==> src/rtl/btn_input_port_if.sv <==
// -----------------------------------------------------------------------------
// btn_input_port_if
//
// Bundles the switch/button conditioner's data and status signals so the
// conditioner and its controller share one port.
//
//   swIn      [15:0]  raw switch lines, asynchronous to the system clock
//   rdH               controller read strobe for the high byte (one cycle)
//   rdL               controller read strobe for the low byte (one cycle)
//   BTNHDout  [7:0]   debounced stable bits [15:8]
//   BTNLDout  [7:0]   debounced stable bits [7:0]
//   changed           sticky "stable vector changed since last read" flag
//   edgeH     [7:0]   sticky rising-edge bits [15:8]  (BTN_EDGE_LATCH_EN only)
//   edgeL     [7:0]   sticky rising-edge bits [7:0]   (BTN_EDGE_LATCH_EN only)
//
// Modports:
//   slave   - the conditioner (drives the debounced outputs)
//   master  - the controller / switch side (drives swIn and the read strobes)
//
// Optional feature macro: BTN_EDGE_LATCH_EN adds the edgeH/edgeL signals.
// -----------------------------------------------------------------------------
interface btn_input_port_if;
   logic [15:0] swIn;
   logic        rdH;
   logic        rdL;
   logic [7:0]  BTNHDout;
   logic [7:0]  BTNLDout;
   logic        changed;
`ifdef BTN_EDGE_LATCH_EN
   logic [7:0]  edgeH;
   logic [7:0]  edgeL;

   modport slave (
      input  swIn,
      input  rdH,
      input  rdL,
      output BTNHDout,
      output BTNLDout,
      output changed,
      output edgeH,
      output edgeL
   );

   modport master (
      output swIn,
      output rdH,
      output rdL,
      input  BTNHDout,
      input  BTNLDout,
      input  changed,
      input  edgeH,
      input  edgeL
   );
`else
   modport slave (
      input  swIn,
      input  rdH,
      input  rdL,
      output BTNHDout,
      output BTNLDout,
      output changed
   );

   modport master (
      output swIn,
      output rdH,
      output rdL,
      input  BTNHDout,
      input  BTNLDout,
      input  changed
   );
`endif
endinterface : btn_input_port_if

==> src/rtl/btn_input_port.sv <==
// -----------------------------------------------------------------------------
// btn_input_port
//
// Input conditioner for the 16 slide-switch/button lines. The raw lines are
// brought into the clock domain through a two-flop synchroniser, the whole
// 16-bit vector is debounced with a single shared settle counter, and the
// settled value is presented as a high and a low byte. A sticky "changed"
// flag tells the polling controller that the stable vector moved; either
// read strobe clears it.
//
// Parameters:
//   DEBOUNCE_CYCLES  consecutive cycles the synchronised vector must hold
//                    before it is committed (2..65535, default 16)
//
// Ports:
//   clock   system clock, all state changes on the rising edge
//   nRst    asynchronous active-low reset
//   bus     btn_input_port_if.slave (swIn, rdH, rdL in; BTNHDout, BTNLDout,
//           changed and optionally edgeH/edgeL out)
//
// Optional feature macro: BTN_EDGE_LATCH_EN
//   When defined, sticky rising-edge registers edgeH/edgeL are built. At every
//   commit they accumulate bits that went 0->1; rdH clears edgeH, rdL clears
//   edgeL, and edges discovered in the same cycle as a clear survive it.
//
// Latency: a swIn change sampled at edge k lands in the outputs at edge
// k+2+DEBOUNCE_CYCLES and raises "changed" at edge k+3+DEBOUNCE_CYCLES.
// -----------------------------------------------------------------------------
module btn_input_port #(
   parameter int unsigned DEBOUNCE_CYCLES = 16
) (
   input  logic              clock,
   input  logic              nRst,
   btn_input_port_if.slave   bus
);

   // Counter is just wide enough to hold DEBOUNCE_CYCLES-1.
   localparam int unsigned CNT_W = (DEBOUNCE_CYCLES > 1) ? $clog2(DEBOUNCE_CYCLES) : 1;
   localparam logic [CNT_W-1:0] CNT_LAST = CNT_W'(DEBOUNCE_CYCLES - 1);

   // ------------------------------------------------------------------
   // State
   // ------------------------------------------------------------------
   logic [15:0]      s1_q;
   logic [15:0]      s2_q;
   logic [15:0]      cand_q;
   logic [15:0]      cand_d;
   logic [CNT_W-1:0] cnt_q;
   logic [CNT_W-1:0] cnt_d;
   logic [15:0]      stable_q;
   logic [15:0]      stable_d;
   logic             diff_q;
   logic             diff_d;
   logic             changed_q;
   logic             changed_d;

   // Combinational helpers
   logic             commit;
   logic             rd_any;
   logic [15:0]      rise;

   // ------------------------------------------------------------------
   // Two-flop synchroniser. Nothing downstream looks at s1_q, so
   // metastability has a full cycle to resolve before it is used.
   // ------------------------------------------------------------------
   always_ff @(posedge clock or negedge nRst) begin
      if (!nRst) begin
         s1_q <= '0;
         s2_q <= '0;
      end else begin
         s1_q <= bus.swIn;
         s2_q <= s1_q;
      end
   end

   // ------------------------------------------------------------------
   // Shared debounce: any difference on any bit reloads the candidate
   // and restarts the window for the whole vector. Once the counter
   // saturates at CNT_LAST the candidate is committed every cycle; these
   // repeated commits are harmless because stable already equals cand.
   // ------------------------------------------------------------------
   always_comb begin
      cand_d   = cand_q;
      cnt_d    = cnt_q;
      stable_d = stable_q;
      commit   = 1'b0;

      if (s2_q != cand_q) begin
         cand_d = s2_q;
         cnt_d  = '0;
      end else if (cnt_q != CNT_LAST) begin
         cnt_d = cnt_q + 1'b1;
      end else begin
         stable_d = cand_q;
         commit   = 1'b1;
      end
   end

   // Rising bits of the vector being committed this cycle (zero otherwise).
   assign rise = commit ? (cand_q & ~stable_q) : 16'h0000;

   // ------------------------------------------------------------------
   // Changed flag. diff_q marks "a commit just altered stable"; it feeds
   // the sticky flag one edge later. Setting has priority over the read
   // clear so a commit that races a read is never lost.
   // ------------------------------------------------------------------
   assign rd_any = bus.rdH | bus.rdL;

   always_comb begin
      diff_d    = commit && (cand_q != stable_q);
      changed_d = diff_q | (changed_q & ~rd_any);
   end

   always_ff @(posedge clock or negedge nRst) begin
      if (!nRst) begin
         cand_q    <= '0;
         cnt_q     <= '0;
         stable_q  <= '0;
         diff_q    <= 1'b0;
         changed_q <= 1'b0;
      end else begin
         cand_q    <= cand_d;
         cnt_q     <= cnt_d;
         stable_q  <= stable_d;
         diff_q    <= diff_d;
         changed_q <= changed_d;
      end
   end

   // Outputs come straight from flops; there is no path from swIn.
   assign bus.BTNHDout = stable_q[15:8];
   assign bus.BTNLDout = stable_q[7:0];
   assign bus.changed  = changed_q;

`ifdef BTN_EDGE_LATCH_EN
   // ------------------------------------------------------------------
   // Sticky rising-edge latches. The clear removes only the bits already
   // held; edges found in the same cycle are OR-ed in after the clear.
   // ------------------------------------------------------------------
   logic [7:0] edge_h_q;
   logic [7:0] edge_h_d;
   logic [7:0] edge_l_q;
   logic [7:0] edge_l_d;

   always_comb begin
      edge_h_d = (bus.rdH ? 8'h00 : edge_h_q) | rise[15:8];
      edge_l_d = (bus.rdL ? 8'h00 : edge_l_q) | rise[7:0];
   end

   always_ff @(posedge clock or negedge nRst) begin
      if (!nRst) begin
         edge_h_q <= '0;
         edge_l_q <= '0;
      end else begin
         edge_h_q <= edge_h_d;
         edge_l_q <= edge_l_d;
      end
   end

   assign bus.edgeH = edge_h_q;
   assign bus.edgeL = edge_l_q;
`else
   // Without the edge latches the rising-bit vector has no consumer.
   logic unused_rise;
   assign unused_rise = ^rise;
`endif

endmodule : btn_input_port
==> src/flat_wrapper.sv <==
// flat-port wrapper written by rule: the top's interface ports become plain ports
module btn_input_port_flat 
#(
   parameter int unsigned DEBOUNCE_CYCLES = 16
)
  (clock, nRst, bus_swIn, bus_rdH, bus_rdL, bus_BTNHDout, bus_BTNLDout, bus_changed);
  btn_input_port_if bus_i ();
  input  logic clock;
  input  logic nRst;
  input wire logic [$bits(bus_i.swIn)-1:0] bus_swIn;
  input wire logic [$bits(bus_i.rdH)-1:0] bus_rdH;
  input wire logic [$bits(bus_i.rdL)-1:0] bus_rdL;
  output wire logic [$bits(bus_i.BTNHDout)-1:0] bus_BTNHDout;
  output wire logic [$bits(bus_i.BTNLDout)-1:0] bus_BTNLDout;
  output wire logic [$bits(bus_i.changed)-1:0] bus_changed;
  assign bus_i.swIn = bus_swIn;
  assign bus_i.rdH = bus_rdH;
  assign bus_i.rdL = bus_rdL;
  assign bus_BTNHDout = bus_i.BTNHDout;
  assign bus_BTNLDout = bus_i.BTNLDout;
  assign bus_changed = bus_i.changed;
  btn_input_port #(.DEBOUNCE_CYCLES(DEBOUNCE_CYCLES)) u_core (.clock(clock), .nRst(nRst), .bus(bus_i));
endmodule
==> config.mk <==
export PLATFORM = sky130hd
export DESIGN_NAME = btn_input_port_flat
export DESIGN_NICKNAME = d
export VERILOG_FILES = /design/src/rtl/btn_input_port_if.sv /design/src/rtl/btn_input_port.sv /design/src/flat_wrapper.sv
export SDC_FILE = /design/constraint.sdc
export NUM_CORES = 1
export LEC_CHECK = 0
export BUFFER_PORTS_ARGS = -buffer_cell sky130_fd_sc_hd__clkbuf_2
export CAP_MARGIN = 20
export CELL_PAD_IN_SITES_DETAIL_PLACEMENT = 2
export CELL_PAD_IN_SITES_GLOBAL_PLACEMENT = 2
export CORE_ASPECT_RATIO = 0.5
export CORE_MARGIN = 2
export CORE_UTILIZATION = 39
export CTS_CLUSTER_DIAMETER = 40
export CTS_CLUSTER_SIZE = 40
export DETAILED_ROUTE_END_ITERATION = 10
export PLACE_DENSITY = 0.79
export SLEW_MARGIN = 20
export SYNTH_ARGS = -nofsm -noshare
export SYNTH_HDL_FRONTEND = slang
export SYNTH_SLANG_ARGS = --single-unit
==> constraint.sdc <==
create_clock -name clock -period 2.6 [get_ports clock]
set_input_delay 0.78 -clock clock [delete_from_list [all_inputs] [get_ports clock]]
set_output_delay 0.78 -clock clock [all_outputs]
set_load 0.005 [all_outputs]
==> qor.csv <==
metric;value;unit
status;complete, no violations;
syn_nets;184;
grt_use_met1;20.1;%
hold_buffers;0;
cts_buffer_depth;2;
final-instance-count-excl-fill;289;
power_switching;508;uW
initial_core_util;40.9;%
worstSkewPairLatency;0.33;ns
crit_buf_inv;1;
slew_violations;0;
avgSynthCellArea;15.4;sq um
hold_viol_final;0;
power.density;816;nW/um^2
dp.cells;273;
die_height;60.8;um
rsz0062_at_grt;no;
period_share;88.4;%
grt-ovfl-total;0;
grt_pass1_wl;8510;um
worst_slack;0.303;ns
cts_resized;0;
synth_top_cell_by_area;dfrtp_1;
grt_use_total;17.1;%
met3_usage;6.30;%
holdWs;0.349;ns
ys_types;21;
r2r_cells;6;
slowest_stage;nor4_1;
synth_top_area_share;69.6;%
slew_headroom;66.3;%
drtIter0Drc;41;
cpPeakStageDelay;0.50;ns
grt_max_degree;71;
vias;1327;
io_pins;37;
r2r-start;u_core.cand_q[14]$_DFFE_PN0N_;
fmax;435;MHz
root_buffer;clkbuf_16;
rrSetupSlack;0.30;ns
drive_gt1_share;36.3;%
grtUsageMet2;29.2;%
synth_edf_count;0;
pwr-share-comb;3.2;%
fin_crit;2.30;ns
cts_buffers;9;
worstPathArrival;2.51;ns
rows;20;
first_global_vias;1527;
holdCritPathClass;register to register;
postRouteAntennaNets;0;
ys_warn_count;0;
routed_via_density;4.59;
core;6160;sq um
antenna_found_initial;0;
syn_area;2520;sq um
netlist_instances;163;
routabilityCongestion;0.703;
path_class;register to register;
ys_seq_area_share;69.6;%
synth.top_cells.by_count;70 x dfrtp_1, 17 x xnor2_1, 16 x clkbuf_1, 16 x xor2_1, 10 x mux2_4;
port_buffers;36;
async_reset_ff_share;100;%
area_growth;22.5;%
path_max_fanout;8;
n_fill_cell;572;
cp.required;2.81;ns
clock_sinks;70;
die_area;7150;sq um
vdd_drop_max;525;uV
max_cap_violations;0;
hold_depth;0;
drt_wl_total;5380;um
critPathTopFamily;simple AND/OR/NAND/NOR gates;
finalSetupTns;0;ns
synth-seq-cells;70;
cts_setup_buffers;0;
synth_most_common_cell;dfrtp_1;
synth-main-ff-cell;dfrtp_1;
drc;0;
total_leakage_power;1.45;nW
reg2reg_to;u_core.stable_q[15]$_DFFE_PN0P_;
p_clk_share;50.8;%
wl_per_cell;18.6;um
critPathCaptureType;register;
die_w;118;um
worstSetupStartpointType;register;
clkTransAtPathRegs;0.05;ns
htree_num_levels;3;
internal_power;2.01;mW
tritoncts;yes;
p_sw_share;20.2;%
synthTopCellsByArea;dfrtp_1 70%, mux2_4 6.0%, xnor2_1 5.9%;
hold_end;u_core.s2_q[7]$_DFF_PN0_;
power_frac_seq;46.0;%
antenna_cells;0;
layout.nets;217;
pre_cts_ws;0.283;ns
setup_violations;0;
grt-busiest-layer;met2;
hp-start;u_core.s1_q[7]$_DFF_PN0_;
tightest_slew;0.500;ns
skew;0.00317;ns
dp.final_hpwl;3410;um
firstDrtPassIters;4;
worstPathCellList;xor2_1, nor4_1, nand4_2, nor2_4, buf_4, mux2_2;
logic make-up after synthesis:
kind of cell,after synthesis,share of synthesized area [%]
AO/OA/AOI/OAI,2,0.547
multiplexers,17,9.05
adder cells (fa/ha/maj),1,0.497
buffers and inverters,17,3.18
AND/OR/NAND/NOR,23,5.62
XOR/XNOR,33,11.5
flip-flops,70,69.6
power groups by stage:
stage | combinational, mW | sequential, mW | clock, mW
6_report | 0.0807 | 1.16 | 1.28
3_5_place_dp | 0.0800 | 1.18 | 0
2_1_floorplan | 0.0374 | 1.17 | 0
3_3_place_gp | 0.0759 | 1.17 | 0
4_1_cts | 0.0834 | 1.16 | 1.31
5_1_grt | 0.0899 | 1.16 | 1.35
worst reg2reg max path, cell delays in order (launching register included):
cell and delay [ns]:
dfrtp_1 0.40, xor2_1 0.22, nor4_1 0.50, nand4_2 0.31
nor2_4 0.16, buf_4 0.22, mux2_2 0.36
through the flow:
| stage | cell area, sq um | power, mW | utilization (%) |
|---|---|---|---|
| 3_5_place_dp | 2760 | 1.26 | 44.9 |
| 2_1_floorplan | 2520 | 1.21 | - |
| 4_1_cts | 3080 | 2.55 | 50.1 |
| 3_3_place_gp | 2760 | 1.25 | 44.9 |
| 5_1_grt | 3080 | 2.61 | 50.1 |
| 6_report | 3080 | 2.52 | 50.1 |
layout by cell type (no fill, tap or decap):
cell / n
nor3_1: 3
nand4_2: 1
a31oi_1: 1
nor3b_1: 1
ha_1: 1
clkbuf_16: 9
buf_4: 2
clkbuf_8: 4
nor2_1: 5
dfrtp_1: 70
nor2_4: 1
mux2_2: 6
a21o_1: 1
xnor2_1: 17
nand3_1: 2
clkbuf_2: 35
nand2_1: 1
clkbuf_1: 1
buf_12: 1
mux2_4: 10
nor4_1: 4
clkinvlp_4: 1
nand4_1: 4
buf_2: 1
mux2i_1: 1
bufinv_16: 1
xor2_1: 16
nor4_2: 1
worst max path at each step:
stage	to	slack, ns	cells past startpoint	startpoint
2_1_floorplan	u_core.stable_q[10]$_DFFE_PN0P_	0.70	6	u_core.cand_q[13]$_DFFE_PN0N_
5_1_grt	u_core.stable_q[15]$_DFFE_PN0P_	0.17	6	u_core.cand_q[14]$_DFFE_PN0N_
6_report	u_core.stable_q[15]$_DFFE_PN0P_	0.30	6	u_core.cand_q[14]$_DFFE_PN0N_
4_1_cts	u_core.stable_q[15]$_DFFE_PN0P_	0.29	6	u_core.cand_q[14]$_DFFE_PN0N_
3_3_place_gp	u_core.stable_q[1]$_DFFE_PN0P_	0.38	6	u_core.cand_q[14]$_DFFE_PN0N_
3_5_place_dp	u_core.stable_q[15]$_DFFE_PN0P_	0.28	6	u_core.cand_q[14]$_DFFE_PN0N_
area by class of cell:
cell class | instances | area [sq um] | area share (%)
Clock buffer | 14 | 284 | 9.21
Clock inverter | 2 | 37.5 | 1.22
Multi-Input combinational cell | 76 | 684 | 22.2
Sequential cell | 70 | 1750 | 56.8
Tap cell | 88 | 110 | 3.57
Timing Repair Buffer | 39 | 215 | 6.98
routing by layer:
layer | up-vias | share of wire (%)
li1 | 594 | -
met5 | - | 0
met1 | 699 | 44
met2 | 22 | 50
met3 | 12 | 3.8
met4 | 0 | 2.0
flip-flops by register name, indices dropped and copies added (netlist names):
| register | flops |
|---|---|
| u_core.cand_q | 16 |
| u_core.s1_q | 16 |
| u_core.s2_q | 16 |
| u_core.stable_q | 16 |
| u_core.cnt_q | 4 |
| u_core.bus.changed | 1 |
| u_core.diff_q | 1 |
Power figures use the tool's default switching activity.
